`src/rtl/inst_mem_loader_if.sv`:
```
// Word stream from the boot/debug program source into the instruction memory loader.
interface inst_mem_loader_if;
  logic        word_valid;
  logic [31:0] word_data;
  logic        word_last;
  logic        word_ready;

  modport master (
    output word_valid,
    output word_data,
    output word_last,
    input  word_ready
  );

  modport slave (
    input  word_valid,
    input  word_data,
    input  word_last,
    output word_ready
  );
endinterface

```
`src/rtl/inst_mem_loader.sv`:
```
// Instruction memory loader: takes 32-bit words off a valid/ready stream and writes
// each one as four little-endian bytes through a one-byte-per-cycle write port.
module inst_mem_loader #(
  parameter int ADDR_W    = 8,
  parameter int MEM_BYTES = 65,
  parameter int BASE_ADDR = 0
) (
  input  logic                  clk,
  input  logic                  rst_n,
  input  logic                  i_start,
  inst_mem_loader_if.slave      s_word,
  output logic                  o_mem_we,
  output logic [ADDR_W-1:0]     o_mem_waddr,
  output logic [7:0]            o_mem_wdata,
  output logic                  o_busy,
  output logic                  o_done,
  output logic                  o_error,
  output logic [5:0]            o_word_count
);

  typedef enum logic [2:0] {
    S_IDLE, S_ACCEPT, S_W0, S_W1, S_W2, S_W3, S_DONE, S_ERR
  } state_t;

  localparam logic [ADDR_W-1:0] BASE  = ADDR_W'(BASE_ADDR);
  localparam logic [ADDR_W:0]   LIMIT = (ADDR_W+1)'(MEM_BYTES);

  state_t            r_state;
  logic [ADDR_W-1:0] r_ptr;
  logic [5:0]        r_count;
  logic [31:0]       r_word;
  logic              r_last;
  logic              r_ready;
  logic              r_mem_we;
  logic [ADDR_W-1:0] r_waddr;
  logic [7:0]        r_wdata;
  logic              r_busy;
  logic              r_done;
  logic              r_error;

  state_t            w_state_nxt;
  logic [ADDR_W-1:0] w_ptr_nxt;
  logic [5:0]        w_count_nxt;
  logic [31:0]       w_word_nxt;
  logic              w_last_nxt;
  logic [ADDR_W:0]   w_end;
  logic              w_we_nxt;
  logic [1:0]        w_k;

  function automatic logic [7:0] byte_sel(input logic [31:0] word, input logic [1:0] k);
    case (k)
      2'd0:    byte_sel = word[7:0];
      2'd1:    byte_sel = word[15:8];
      2'd2:    byte_sel = word[23:16];
      default: byte_sel = word[31:24];
    endcase
  endfunction

  always_comb begin
    w_state_nxt = r_state;
    w_ptr_nxt   = r_ptr;
    w_count_nxt = r_count;
    w_word_nxt  = r_word;
    w_last_nxt  = r_last;
    w_end       = '0;
    case (r_state)
      S_IDLE, S_DONE, S_ERR: begin
        if (i_start) begin
          w_state_nxt = S_ACCEPT;
          w_ptr_nxt   = BASE;
          w_count_nxt = '0;
        end
      end
      S_ACCEPT: begin
        if (i_start) begin
          w_ptr_nxt   = BASE;
          w_count_nxt = '0;
        end
        // word_ready is high throughout ACCEPT, so valid alone completes the handshake;
        // a word offered alongside start is taken and written at the base address.
        if (s_word.word_valid) begin
          w_word_nxt  = s_word.word_data;
          w_last_nxt  = s_word.word_last;
          w_end       = {1'b0, w_ptr_nxt} + (ADDR_W+1)'(4);
          w_state_nxt = (w_end > LIMIT) ? S_ERR : S_W0;
        end
      end
      S_W0: w_state_nxt = S_W1;
      S_W1: w_state_nxt = S_W2;
      S_W2: w_state_nxt = S_W3;
      S_W3: begin
        w_ptr_nxt   = r_ptr + ADDR_W'(4);
        w_count_nxt = (r_count == 6'd63) ? r_count : r_count + 6'd1;
        w_state_nxt = r_last ? S_DONE : S_ACCEPT;
      end
      default: w_state_nxt = S_IDLE;
    endcase
  end

  // Outputs are registered from the next state, so they line up with the state they describe.
  always_comb begin
    w_we_nxt = 1'b0;
    w_k      = 2'd0;
    case (w_state_nxt)
      S_W0: begin w_we_nxt = 1'b1; w_k = 2'd0; end
      S_W1: begin w_we_nxt = 1'b1; w_k = 2'd1; end
      S_W2: begin w_we_nxt = 1'b1; w_k = 2'd2; end
      S_W3: begin w_we_nxt = 1'b1; w_k = 2'd3; end
      default: begin w_we_nxt = 1'b0; w_k = 2'd0; end
    endcase
  end

  always_ff @(posedge clk or negedge rst_n) begin
    if (!rst_n) begin
      r_state  <= S_IDLE;
      r_ptr    <= BASE;
      r_count  <= '0;
      r_ready  <= 1'b0;
      r_mem_we <= 1'b0;
      r_waddr  <= '0;
      r_wdata  <= '0;
      r_busy   <= 1'b0;
      r_done   <= 1'b0;
      r_error  <= 1'b0;
    end else begin
      r_state  <= w_state_nxt;
      r_ptr    <= w_ptr_nxt;
      r_count  <= w_count_nxt;
      r_ready  <= (w_state_nxt == S_ACCEPT);
      r_mem_we <= w_we_nxt;
      r_busy   <= (w_state_nxt == S_ACCEPT) || w_we_nxt;
      r_done   <= (w_state_nxt == S_DONE);
      r_error  <= (w_state_nxt == S_ERR);
      if (w_we_nxt) begin
        r_waddr <= w_ptr_nxt + ADDR_W'(w_k);
        r_wdata <= byte_sel(w_word_nxt, w_k);
      end
    end
  end

  // Latched word is pure data and needs no reset.
  always_ff @(posedge clk) begin
    r_word <= w_word_nxt;
    r_last <= w_last_nxt;
  end

  assign s_word.word_ready = r_ready;
  assign o_mem_we          = r_mem_we;
  assign o_mem_waddr       = r_waddr;
  assign o_mem_wdata       = r_wdata;
  assign o_busy            = r_busy;
  assign o_done            = r_done;
  assign o_error           = r_error;
  assign o_word_count      = r_count;

endmodule

```
`src/flat_wrapper.sv`:
```
// flat-port wrapper written by rule: the top's interface ports become plain ports
module inst_mem_loader_flat 
#(
  parameter int ADDR_W    = 8,
  parameter int MEM_BYTES = 65,
  parameter int BASE_ADDR = 0
)
  (clk, rst_n, i_start, o_mem_we, o_mem_waddr, o_mem_wdata, o_busy, o_done, o_error, o_word_count, s_word_word_valid, s_word_word_data, s_word_word_last, s_word_word_ready);
  inst_mem_loader_if s_word_i ();
  input  logic clk;
  input  logic rst_n;
  input  logic i_start;
  output logic o_mem_we;
  output logic [ADDR_W-1:0] o_mem_waddr;
  output logic [7:0] o_mem_wdata;
  output logic o_busy;
  output logic o_done;
  output logic o_error;
  output logic [5:0] o_word_count;
  input wire logic [$bits(s_word_i.word_valid)-1:0] s_word_word_valid;
  input wire logic [$bits(s_word_i.word_data)-1:0] s_word_word_data;
  input wire logic [$bits(s_word_i.word_last)-1:0] s_word_word_last;
  output wire logic [$bits(s_word_i.word_ready)-1:0] s_word_word_ready;
  assign s_word_i.word_valid = s_word_word_valid;
  assign s_word_i.word_data = s_word_word_data;
  assign s_word_i.word_last = s_word_word_last;
  assign s_word_word_ready = s_word_i.word_ready;
  inst_mem_loader #(.ADDR_W(ADDR_W), .MEM_BYTES(MEM_BYTES), .BASE_ADDR(BASE_ADDR)) u_core (.clk(clk), .rst_n(rst_n), .i_start(i_start), .s_word(s_word_i), .o_mem_we(o_mem_we), .o_mem_waddr(o_mem_waddr), .o_mem_wdata(o_mem_wdata), .o_busy(o_busy), .o_done(o_done), .o_error(o_error), .o_word_count(o_word_count));
endmodule
```
`config.mk`:
```
export PLATFORM = sky130hd
export DESIGN_NAME = inst_mem_loader_flat
export DESIGN_NICKNAME = d
export VERILOG_FILES = /design/src/rtl/inst_mem_loader_if.sv /design/src/rtl/inst_mem_loader.sv /design/src/flat_wrapper.sv
export SDC_FILE = /design/constraint.sdc
export NUM_CORES = 1
export LEC_CHECK = 0
export BUFFER_PORTS_ARGS = -buffer_cell sky130_fd_sc_hd__buf_2
export CAP_MARGIN = 0
export CORE_AREA = 2 2 87 89
export DETAILED_ROUTE_END_ITERATION = 10
export DIE_AREA = 0 0 89 91
export GPL_TIMING_DRIVEN = 1
export PLACE_DENSITY_LB_ADDON = 0.2
export SKIP_LAST_GASP = 1
export SLEW_MARGIN = 20
export SYNTH_ARGS = -nofsm -noshare
export SYNTH_HDL_FRONTEND = slang
export SYNTH_SLANG_ARGS = --single-unit
```
`constraint.sdc`:
```
create_clock -name clk -period 2.38 [get_ports clk]
set_input_delay 0.238 -clock clk [delete_from_list [all_inputs] [get_ports clk]]
set_output_delay 0.238 -clock clk [all_outputs]
set_load 0.005 [all_outputs]
```
Word level (Yosys, flattened, before mapping):

Index checks and enable logic that the tools add are counted.
Widths: inputs -> output; s select.

* register bits after elaboration: 71
* input bits: 37
* output and inout port bits: 27
* logic and storage cells: 61

* add/sub/neg operators: 4
* $lt $le $gt $ge: 1
* equality and inequality tests: 19
* mux-type cells: 16
* reductions and logical operators: 9

Operators by type and width (count)
* $mux 32: 2
* $pmux 8 s3: 2
* $eq 3x3->1 const B: 8
* $pmux 3 s6: 1
* $mux 8: 2
* $eq 3x2->1 const B: 4
* $mux 3: 4
* $mux 6: 2
* $pmux 6 s2: 1
* $add 8x3->9 const B: 1
* $gt 9x7->1 const B: 1
* $add 8x2->8: 1
* $add 8x3->8 const B: 1
* $reduce_or 4->1: 2
* $add 6x1->6 const B: 1
* $eq 3x1->1 const B: 2
* $eq 6x6->1 const B: 1
* $pmux 2 s3: 1
* $logic_not 3->1: 1
* $reduce_and 3->1: 1
* $reduce_or 3->1: 1
* $eq 2x1->1 const B: 1
* $eq 2x2->1 const B: 1
* $logic_not 2->1: 1
* 6 further kinds: 6

Depth between registers and ports, before layout:

Gate-level depths: netlist of run 1.

* depth after elaboration: 11
* gate-level depth with buffers: 11
* gate-level depth less buffers: 10

Worst setup path before layout of run 1:

No wires, ideal clock.

* path kind: reg-to-reg
* from: register u_core.r_ptr[2]
* to: register u_core.r_waddr[7] (netlist: u_core.o_mem_waddr[7])
* library setup time: 125 ps
* arrival: 2347 ps
* data required time: 2255 ps
* slack: -92 ps
* cell stages (with the launch flop): 10
* buffers on the path: 1
* clock period less this slack: 2472 ps
* cells stage by stage: dfrtp_1 > buf_2 > nor2b_1 > ha_1 > and4b_1 > o22a_1 > a2111oi_4 > a41oi_4 > inv_6 > mux2_4

* longest elaborated chain between the ends: 10
* elaborated cells on any way between the ends: 17
* classes of those cells: 3 x add/sub; 1 x order compare; 4 x eq/ne; 8 x mux; 1 x reduce/logical

RTL lines
* from (decl): line inst_mem_loader.sv:29 `logic [ADDR_W-1:0] r_ptr;`
* from (signal assigned): line inst_mem_loader.sv:127 `r_ptr <= w_ptr_nxt;`
* $mux 8 (*): line inst_mem_loader.sv:75 `if (i_start) begin`
* $mux 8 (*): line inst_mem_loader.sv:66 `case (r_state)`
* $add 8x3->9 (*): line inst_mem_loader.sv:84 `w_end = {1'b0, w_ptr_nxt} + (ADDR_W+1)'(4);`
* $gt 9x7->1 (*): line inst_mem_loader.sv:85 `w_state_nxt = (w_end > LIMIT) ? S_ERR : S_W0;`
* $mux 3 (*): line inst_mem_loader.sv:85
* $mux 3 (*): line inst_mem_loader.sv:81 `if (s_word.word_valid) begin`
* $pmux 3 s6 (*): line inst_mem_loader.sv:66
* $eq 3x2->1 or $eq 3x3->1 (tied branches): line inst_mem_loader.sv:104 `case (w_state_nxt)`
* $reduce_or 4->1 (no source line) (*)
* $mux 1 (*): line inst_mem_loader.sv:104
* net u_core.w_we_nxt: line inst_mem_loader.sv:47 `logic w_we_nxt;`
* to (signal assigned): line inst_mem_loader.sv:135 `r_waddr <= w_ptr_nxt + ADDR_W'(w_k);`
* to (decl): line inst_mem_loader.sv:35 `logic [ADDR_W-1:0] r_waddr;`

Mark *: on every way through the listed nets, which the timed path passes. The rest lies on a longest branch. The select of a mux whose other input is x is not followed.
A chain may end at the register's enable or synchronous reset.

Worst setup path in the final report of run 1:

* from: register u_core.r_ptr[2]
* to: register u_core.r_wdata[5] (netlist: u_core.o_mem_wdata[5])

* longest elaborated chain between the ends: 11
* elaborated cells on any way between the ends: 18
* classes of those cells: 1 x add/sub; 1 x order compare; 6 x eq/ne; 8 x mux; 2 x reduce/logical

RTL lines
* $mux 8 (*): line inst_mem_loader.sv:75
* $mux 8 (*): line inst_mem_loader.sv:66
* $add 8x3->9 (*): line inst_mem_loader.sv:84
* $gt 9x7->1 (*): line inst_mem_loader.sv:85
* $mux 3 (*): line inst_mem_loader.sv:85
* $mux 3 (*): line inst_mem_loader.sv:81
* $pmux 3 s6 (*): line inst_mem_loader.sv:66
* $eq 3x3->1 or $eq 3x2->1 (tied branches): line inst_mem_loader.sv:104
* $pmux 2 s3: line inst_mem_loader.sv:104
* $eq 2x2->1, or another cell as far along: line inst_mem_loader.sv:51 `case (k)`
* $pmux 8 s3: line inst_mem_loader.sv:51
* to (signal assigned): line inst_mem_loader.sv:136 `r_wdata <= byte_sel(w_word_nxt, w_k);`
* to (decl): line inst_mem_loader.sv:36 `logic [7:0] r_wdata;`

Mark *: on every way between the ends. The rest lies on a longest branch, timed or not. The select of a mux whose other input is x is not followed.

==> run_results.csv, run 1 <==
group,metric,value,unit
synthesis,synth_top_area_share,27.5,%
status,status,"finished with violations",
routing,vias_per_cell,5.21,
sta,post-route-period-util,100,%
sta,grt_setup_unrepaired,"yes",
finish,area_delta_synth_final,24.9,%
critical_path,crit_fanout,5,
clocking,htree_levels,3,
routing,met3_length,336,um
job,cap_violations,0,
synthesis,synth.area.top_cells,"dfrtp_1 (27%), dfxtp_1 (19%), mux2_2 (11%), mux2i_1 (3.5%), mux2_4 (3.5%)",
synthesis,synth_top_family_by_area,"multiplexers",
critical_path,end_kind,"flip-flop",
synthesis,async_flop_share,53.5,%
synthesis,synth_fp_nets,363,
routing,top_layer_used,"met4",
finish,fin_util,60.5,%
clocking,clkTransAtPathRegs,80,ps
pwr,pwr_density_cell,1280,nW/um^2
hold_path,hold_path.class,"input pin to asynchronous set/reset pin",
clocking,clkLatencyLatePin,350,ps
global_routing,first_global_vias,2541,
global_routing,antenna_found_initial,0,
clocking,numClockSinks,71,
clocking,numCtsBuffers,9,
place,place.gp.congestion,0.876,
synthesis,avgSynthCellArea,10.8,um^2
die,start_util,48.5,%
synthesis,yosys.area_share.xor_xnor,3.04,%
synthesis,synthMuxAreaShare,18.0,%
global_routing,track_usage,19.3,%
place,dpl.hpwl,5360,um
critical_path,cp_num_buf_inv,1,
die,die_x,89,um
routing,wire_per_inst,14.4,um
synthesis,synth_common_cells,"dfrtp_1 (38), mux2_2 (34), dfxtp_1 (32), nand2_1 (32), o21ai_0 (20)",
sta,hold_viol_final,13,
critical_path,crit_family,"compound AO/OA/AOI/OAI gates",
routing,drtAntennaViolNets,0,
die,core-area,7140,um^2
pwr,swShare,36.6,%
finish,finalNonFillerCells,514,
die,fp-row-count,31,
synthesis,syn_area,3460,um^2
place,post_dp_cell_area,4050,um^2
sta,period_minus_slack,2380,ps
pwr,leakage,2.01,nW
synthesis,synth_ff_type,"dfrtp_1",
finish,antenna_cells,0,
global_routing,grt_max_degree,39,
critical_path,timing_worst_setup_path_type,"flip-flop to flip-flop",
die,pin_count,64,
die,die_area,8100,um^2
sta,drv_slew,0,
synthesis,yosys_warnings,0,
clocking,holdBufCountCts,0,
synthesis,synth-simple-area-share,13.0,%
pwr,finalPower,5.54,mW
finish,fill_cells,651,
pwr,pwr-share-seq,35.0,%
critical_path,critPathRequiredTime,2620,ps
routing,wl_met1,3360,um
synthesis,synth.distinct_cells,53,
critical_path,reg2reg_depth,8,
synthesis,synth-edff-count,1,
die,die_h,91,um
synthesis,yosys.area.top_type,"dfrtp_1",
status,failed_checks,"negative hold slack, negative setup slack",
global_routing,grt_remaining_overflow,0,
routing,finalWirelength,7410,um
pwr,p_int,3.51,mW
critical_path,r2r-end,"u_core.o_mem_wdata[5]",
synthesis,synth_cells,320,
finish,final_cell_area,4320,um^2
pwr,power_frac_clock,15.5,%
finish,nets,453,
routing,wl_met2,3560,um
critical_path,arrival,2620,ps
sta,worstMarginPinSlew,873,ps
critical_path,slowest_stage,"a2111oi_4",
clocking,cts.path.max_buffers,2,
synthesis,synth_compound_area_share,13.1,%
clocking,cts_tree,"done",
sta,finalWorstSetupSlack,-2.38,ps
global_routing,grt_pass1_wl,12200,um
finish,drive_gt1_share,41.2,%
clocking,cts_root_buf,"clkbuf_8",
critical_path,r2r-start,"u_core.r_ptr[2]",
sta,holdWs,-14.8,ps
sta,setup_viol,3,
critical_path,max_stage_delay,430,ps
place,port_buffers,63,
synthesis,ys_seq_area_share,46.9,%
critical_path,worstPathCellList,"nor2b_4, ha_4, and4b_1, o22a_1, a2111oi_4, a41oi_4, inv_4, mux2_4",
place,dp.cells,492,
pwr,ir_worst_vdd,614,uV
routing,drt_iter0_markers,145,
routing,firstDrtPassIters,4,
routing,vias,2676,
synthesis,synth_most_common_cell,"dfrtp_1",
pwr,power_frac_comb,49.4,%
sta,relSlewSlack,41.8,%
critical_path,cp-start-kind,"flip-flop",
sta,finClkSkew,7.80,ps
routing,drc,0,
sta,max_freq,0.420,GHz
synthesis,synth-seq-cells,71,
pwr,p_sw,2.03,mW
critical_path,rrSetupSlack,-2,ps
synthesis,synth_fa_ha_area_share,2.39,%
## state kept, by name, indices dropped and copies added, names as in the netlist
name / cells
u_core.r_state: 3
u_core.s_word.word_ready: 1
u_core.o_word_count: 6
u_core.o_mem_waddr: 8
u_core.o_mem_wdata: 8
u_core.o_mem_we: 1
u_core.o_done: 1
u_core.r_ptr: 8
u_core.o_error: 1
u_core.o_busy: 1
u_core.r_last: 1
u_core.r_word: 32
## worst max path at each step
stage                           start                     to  depth (start not counted)
floorplan             u_core.r_ptr[2]  u_core.o_mem_waddr[7]                          9
finish                u_core.r_ptr[2]  u_core.o_mem_wdata[5]                          8
CTS                 u_core.r_state[2]  u_core.o_mem_waddr[6]                         10
detailed placement  u_core.r_state[1]  u_core.o_mem_waddr[7]                         10
global route          u_core.r_ptr[2]  u_core.o_mem_wdata[0]                          8
global placement    u_core.r_state[1]  u_core.o_mem_waddr[7]                         10
## placed cells by master (no fill, tap or decap), types with 3 or more instances in the layout
| master | count |
|---|---|
| buf_2 | 64 |
| dfrtp_1 | 38 |
| mux2_2 | 34 |
| nand2_1 | 32 |
| dfxtp_1 | 32 |
| buf_4 | 30 |
| o21ai_0 | 20 |
| nor2_1 | 13 |
| mux2i_1 | 12 |
| o211ai_1 | 11 |
| or3_1 | 9 |
| clkbuf_8 | 9 |
| mux2_4 | 8 |
| inv_1 | 7 |
| xor2_1 | 7 |
| nor2b_1 | 5 |
| clkinv_2 | 4 |
| and3_1 | 4 |
| nand2b_1 | 4 |
| xnor2_1 | 4 |
| o21ai_1 | 4 |
| ha_1 | 4 |
| and2_1 | 3 |
| nor2b_4 | 3 |
| a21oi_1 | 3 |
| and3b_1 | 3 |
| a31oi_1 | 3 |
| nand4_1 | 3 |
## through the flow
step | setup TNS [ps] | setup WS (ps) | hold WS, ps
5_1_grt | -1030 | -105 | 55.7
3_3_place_gp | -13.3 | -13.3 | 399
3_5_place_dp | 0 | 3.87 | 411
6_report | -5.87 | -2.38 | -14.8
4_1_cts | 0 | 45.9 | 31.2
2_1_floorplan | 0 | 35.5 | -57.6
## metal layers
metal  global-route usage, %  up-vias
met4                    8.21        0
met5                       0        -
met2                    29.6       57
met3                    4.36       15
li1                        -     1324
met1                    26.0     1280
## power by group through the flow
stage	Sequential (mW)	Combinational, mW	Clock, mW
floorplan	1.90	1.79	0
global placement	1.94	2.57	0
detailed placement	1.96	2.63	0
CTS	1.94	2.64	0.885
global route	2.00	3.02	0.924
finish	1.94	2.74	0.861
## kinds of logic after synthesis
logic type,Yosys count
adders and majority gates,6
xor gates and xnor gates,12
AOI/OAI and AO/OA,63
and+or+nand+nor,87
DFF,71
muxes,54
buffers and inverters,27
## worst register-to-register path, stage by stage (launching register included)
cell       delay (ps)
dfrtp_1           390
nor2b_4           140
ha_4              160
and4b_1           190
o22a_1            240
a2111oi_4         430
a41oi_4           270
inv_4             160
mux2_4            300
## what timing repair did
item	4_1_cts	5_1_grt
pin swaps	0	5
cloned	0	2
hold endpoints to repair	0	0
resized for setup	1	14
setup buffers	0	4
endpoints found under the setup margin	1	12
## layout make-up
cell class | instances | area (um^2) | area share (%)
clock buffer | 9 | 124 | 2.87
clock inverter | 7 | 46.3 | 1.07
inverter | 9 | 40.0 | 0.927
multi-input combinational | 222 | 1780 | 41.2
sequential | 71 | 1620 | 37.6
tap | 99 | 124 | 2.87
timing repair buffer | 96 | 577 | 13.4
timing repair inverter | 1 | 6.26 | 0.145
No activity file was read; power rests on OpenSTA's default activity.
==> inputs of run 2 (changes only) <==
CORE_AREA = 2 2 69 137   (was 2 2 87 89)
DIE_AREA = 0 0 71 139   (was 0 0 89 91)
==> run_results.csv, run 2 (synthesized netlist as in run 1, its figures left out) <==
group,metric,value,unit
place,post_dp_cell_area,4070,um^2
global_routing,grt.busiest_layer,"met2",
sta,post-route-period-util,97.9,%
global_routing,first_global_vias,2707,
place,port_buffers,63,
clocking,holdBufCountCts,0,
clocking,cts.path.max_buffers,2,
clocking,htree_levels,3,
sta,finClkSkew,7.74,ps
die,pin_count,64,
finish,final_cell_area,4440,um^2
critical_path,arrival,2550,ps
sta,holdWs,5.55,ps
clocking,cts_tree,"done",
global_routing,grt_remaining_overflow,0,
critical_path,critPathRequiredTime,2600,ps
critical_path,worstPathCellList,"buf_4, buf_4, nor2b_2, buf_4, nand2_1, a211oi_4, nand4_1, xnor2_1, mux2_4",
critical_path,path_common_cell,"buf_4",
pwr,finalPower,6.00,mW
die,start_util,38.9,%
critical_path,end_kind,"flip-flop",
status,status,"finished clean",
pwr,ir_worst_vdd,744,uV
pwr,leakage,2.06,nW
routing,vias_per_cell,5.15,
die,die_x,71,um
critical_path,slowest_stage,"dfrtp_1",
die,fp-row-count,49,
global_routing,grtUsageMet1,17.2,%
global_routing,grt_max_degree,39,
global_routing,grt_pass1_wl,13100,um
place,place.gp.congestion,0.819,
critical_path,crit_fanout,15,
routing,vias,2665,
pwr,pwr_density_cell,1350,nW/um^2
global_routing,met3_usage,4.07,%
finish,nets,453,
hold_path,hold_path.class,"input pin to asynchronous set/reset pin",
finish,fill_cells,828,
critical_path,max_stage_delay,380,ps
sta,hold_viol_final,0,
sta,max_freq,0.429,GHz
global_routing,track_usage,17.5,%
routing,drtAntennaViolNets,0,
clocking,clkTransAtPathRegs,60,ps
die,core-area,8890,um^2
clocking,numCtsBuffers,9,
finish,area_delta_synth_final,28.4,%
sta,period_minus_slack,2330,ps
sta,grt_setup_unrepaired,"yes",
global_routing,antenna_found_initial,0,
sta,setup_viol,0,
sta,drv_slew,0,
place,dpl.hpwl,6400,um
place,place_ws,-17.4,ps
finish,final_common_cell,"buf_2",
routing,finalWirelength,8130,um
finish,layout_common_cells,"buf_2 (63), dfrtp_1 (38), mux2_2 (34)",
finish,drive_gt1_share,40.5,%
die,die_area,9870,um^2
global_routing,met2_usage,32.8,%
critical_path,timing_worst_setup_path_type,"flip-flop to flip-flop",
finish,regMostFlops,"u_core.r_word",
routing,drt_iter0_markers,84,
clocking,cts_root_buf,"clkbuf_16",
routing,wire_per_inst,15.7,um
job,cap_violations,0,
finish,antenna_cells,0,
routing,drc,0,
routing,firstDrtPassIters,4,
sta,worstMarginPinSlew,852,ps
critical_path,cp-start-kind,"flip-flop",
sta,relSlewSlack,43.2,%
clocking,numClockSinks,71,
die,die_h,139,um
sta,finalWorstSetupSlack,50.9,ps
finish,largest_register_ffs,32,
clocking,clkLatencyLatePin,340,ps
[run 2: cell count changes in the layout (fill, tap and decap cells not counted), moves of 2 or more]
cell,before,now
clkinvlp_4,1,3
clkbuf_16,0,9
a211oi_2,2,0
nor2b_1,5,7
clkinv_2,4,1
inv_4,2,0
nor2b_4,3,0
clkbuf_8,9,0
[run 2: timing repair]
action | 4_1_cts | 5_1_grt
setup buffers | 1 | 2
pin swaps | 1 | 3
setup endpoints to repair | 1 | 7
gates resized for setup | 1 | 9
[run 2: final cells by class]
class                           instances  area (um^2)  area share (%)
Clock buffer                           10          229            5.16
Clock inverter                          6         70.1            1.58
Timing Repair Buffer                   97          591            13.3
Sequential cell                        71         1620            36.5
Inverter                                9         40.0           0.902
Tap cell                              102          128            2.87
Multi-Input combinational cell        222         1760            39.7
[run 2: final timing paths]
| check | startpoint | end | slack [ps] | cells past startpoint |
|---|---|---|---|---|
| worst max-delay path | u_core.r_state[2] | u_core.o_mem_waddr[7] | 50 | 9 |
| max in group asynchronous | rst_n | u_core.o_mem_wdata[4] | 1830 | 1 |
| worst min register to register | u_core.r_word[25] | u_core.r_word[25] | 480 | 1 |
| worst max register to register | u_core.r_state[2] | u_core.o_mem_waddr[7] | 50 | 9 |
| min in group clk | s_word_word_last | u_core.r_last | 90 | 1 |
| worst min-delay path | rst_n | u_core.o_mem_waddr[0] | 6 | 1 |
[run 2: per-layer routing]
metal | vias up | wire (um) | share of wire [%]
li1 | 1321 | - | -
met5 | - | 0 | 0
met2 | 40 | 4820 | 59
met4 | 0 | 225 | 2.8
met1 | 1293 | 2830 | 35
met3 | 11 | 256 | 3.1
[run 2: power by group]
group | internal (mW) | switching, mW
combinational | 1.41 | 1.31
clock | 0.816 | 0.515
sequential | 1.70 | 0.249
[run 2: through the flow]
stage                     utilization, %  cells  setup TNS [ps]
after floorplan                        -    320               0
final                               50.0    517               0
after global routing                50.0    517           -88.4
after detailed placement            45.8    498           -17.4
after global placement              45.8    498               0
after CTS                           49.3    515           -6.36
[run 2: critical path, delay by kind of cell (launching register included)]
family | cells | cell delay [ps]
flops | 1 | 380
buf+inv | 3 | 520
mux | 1 | 260
xor+xnor | 1 | 160
simple gates | 3 | 550
compound gates | 1 | 340
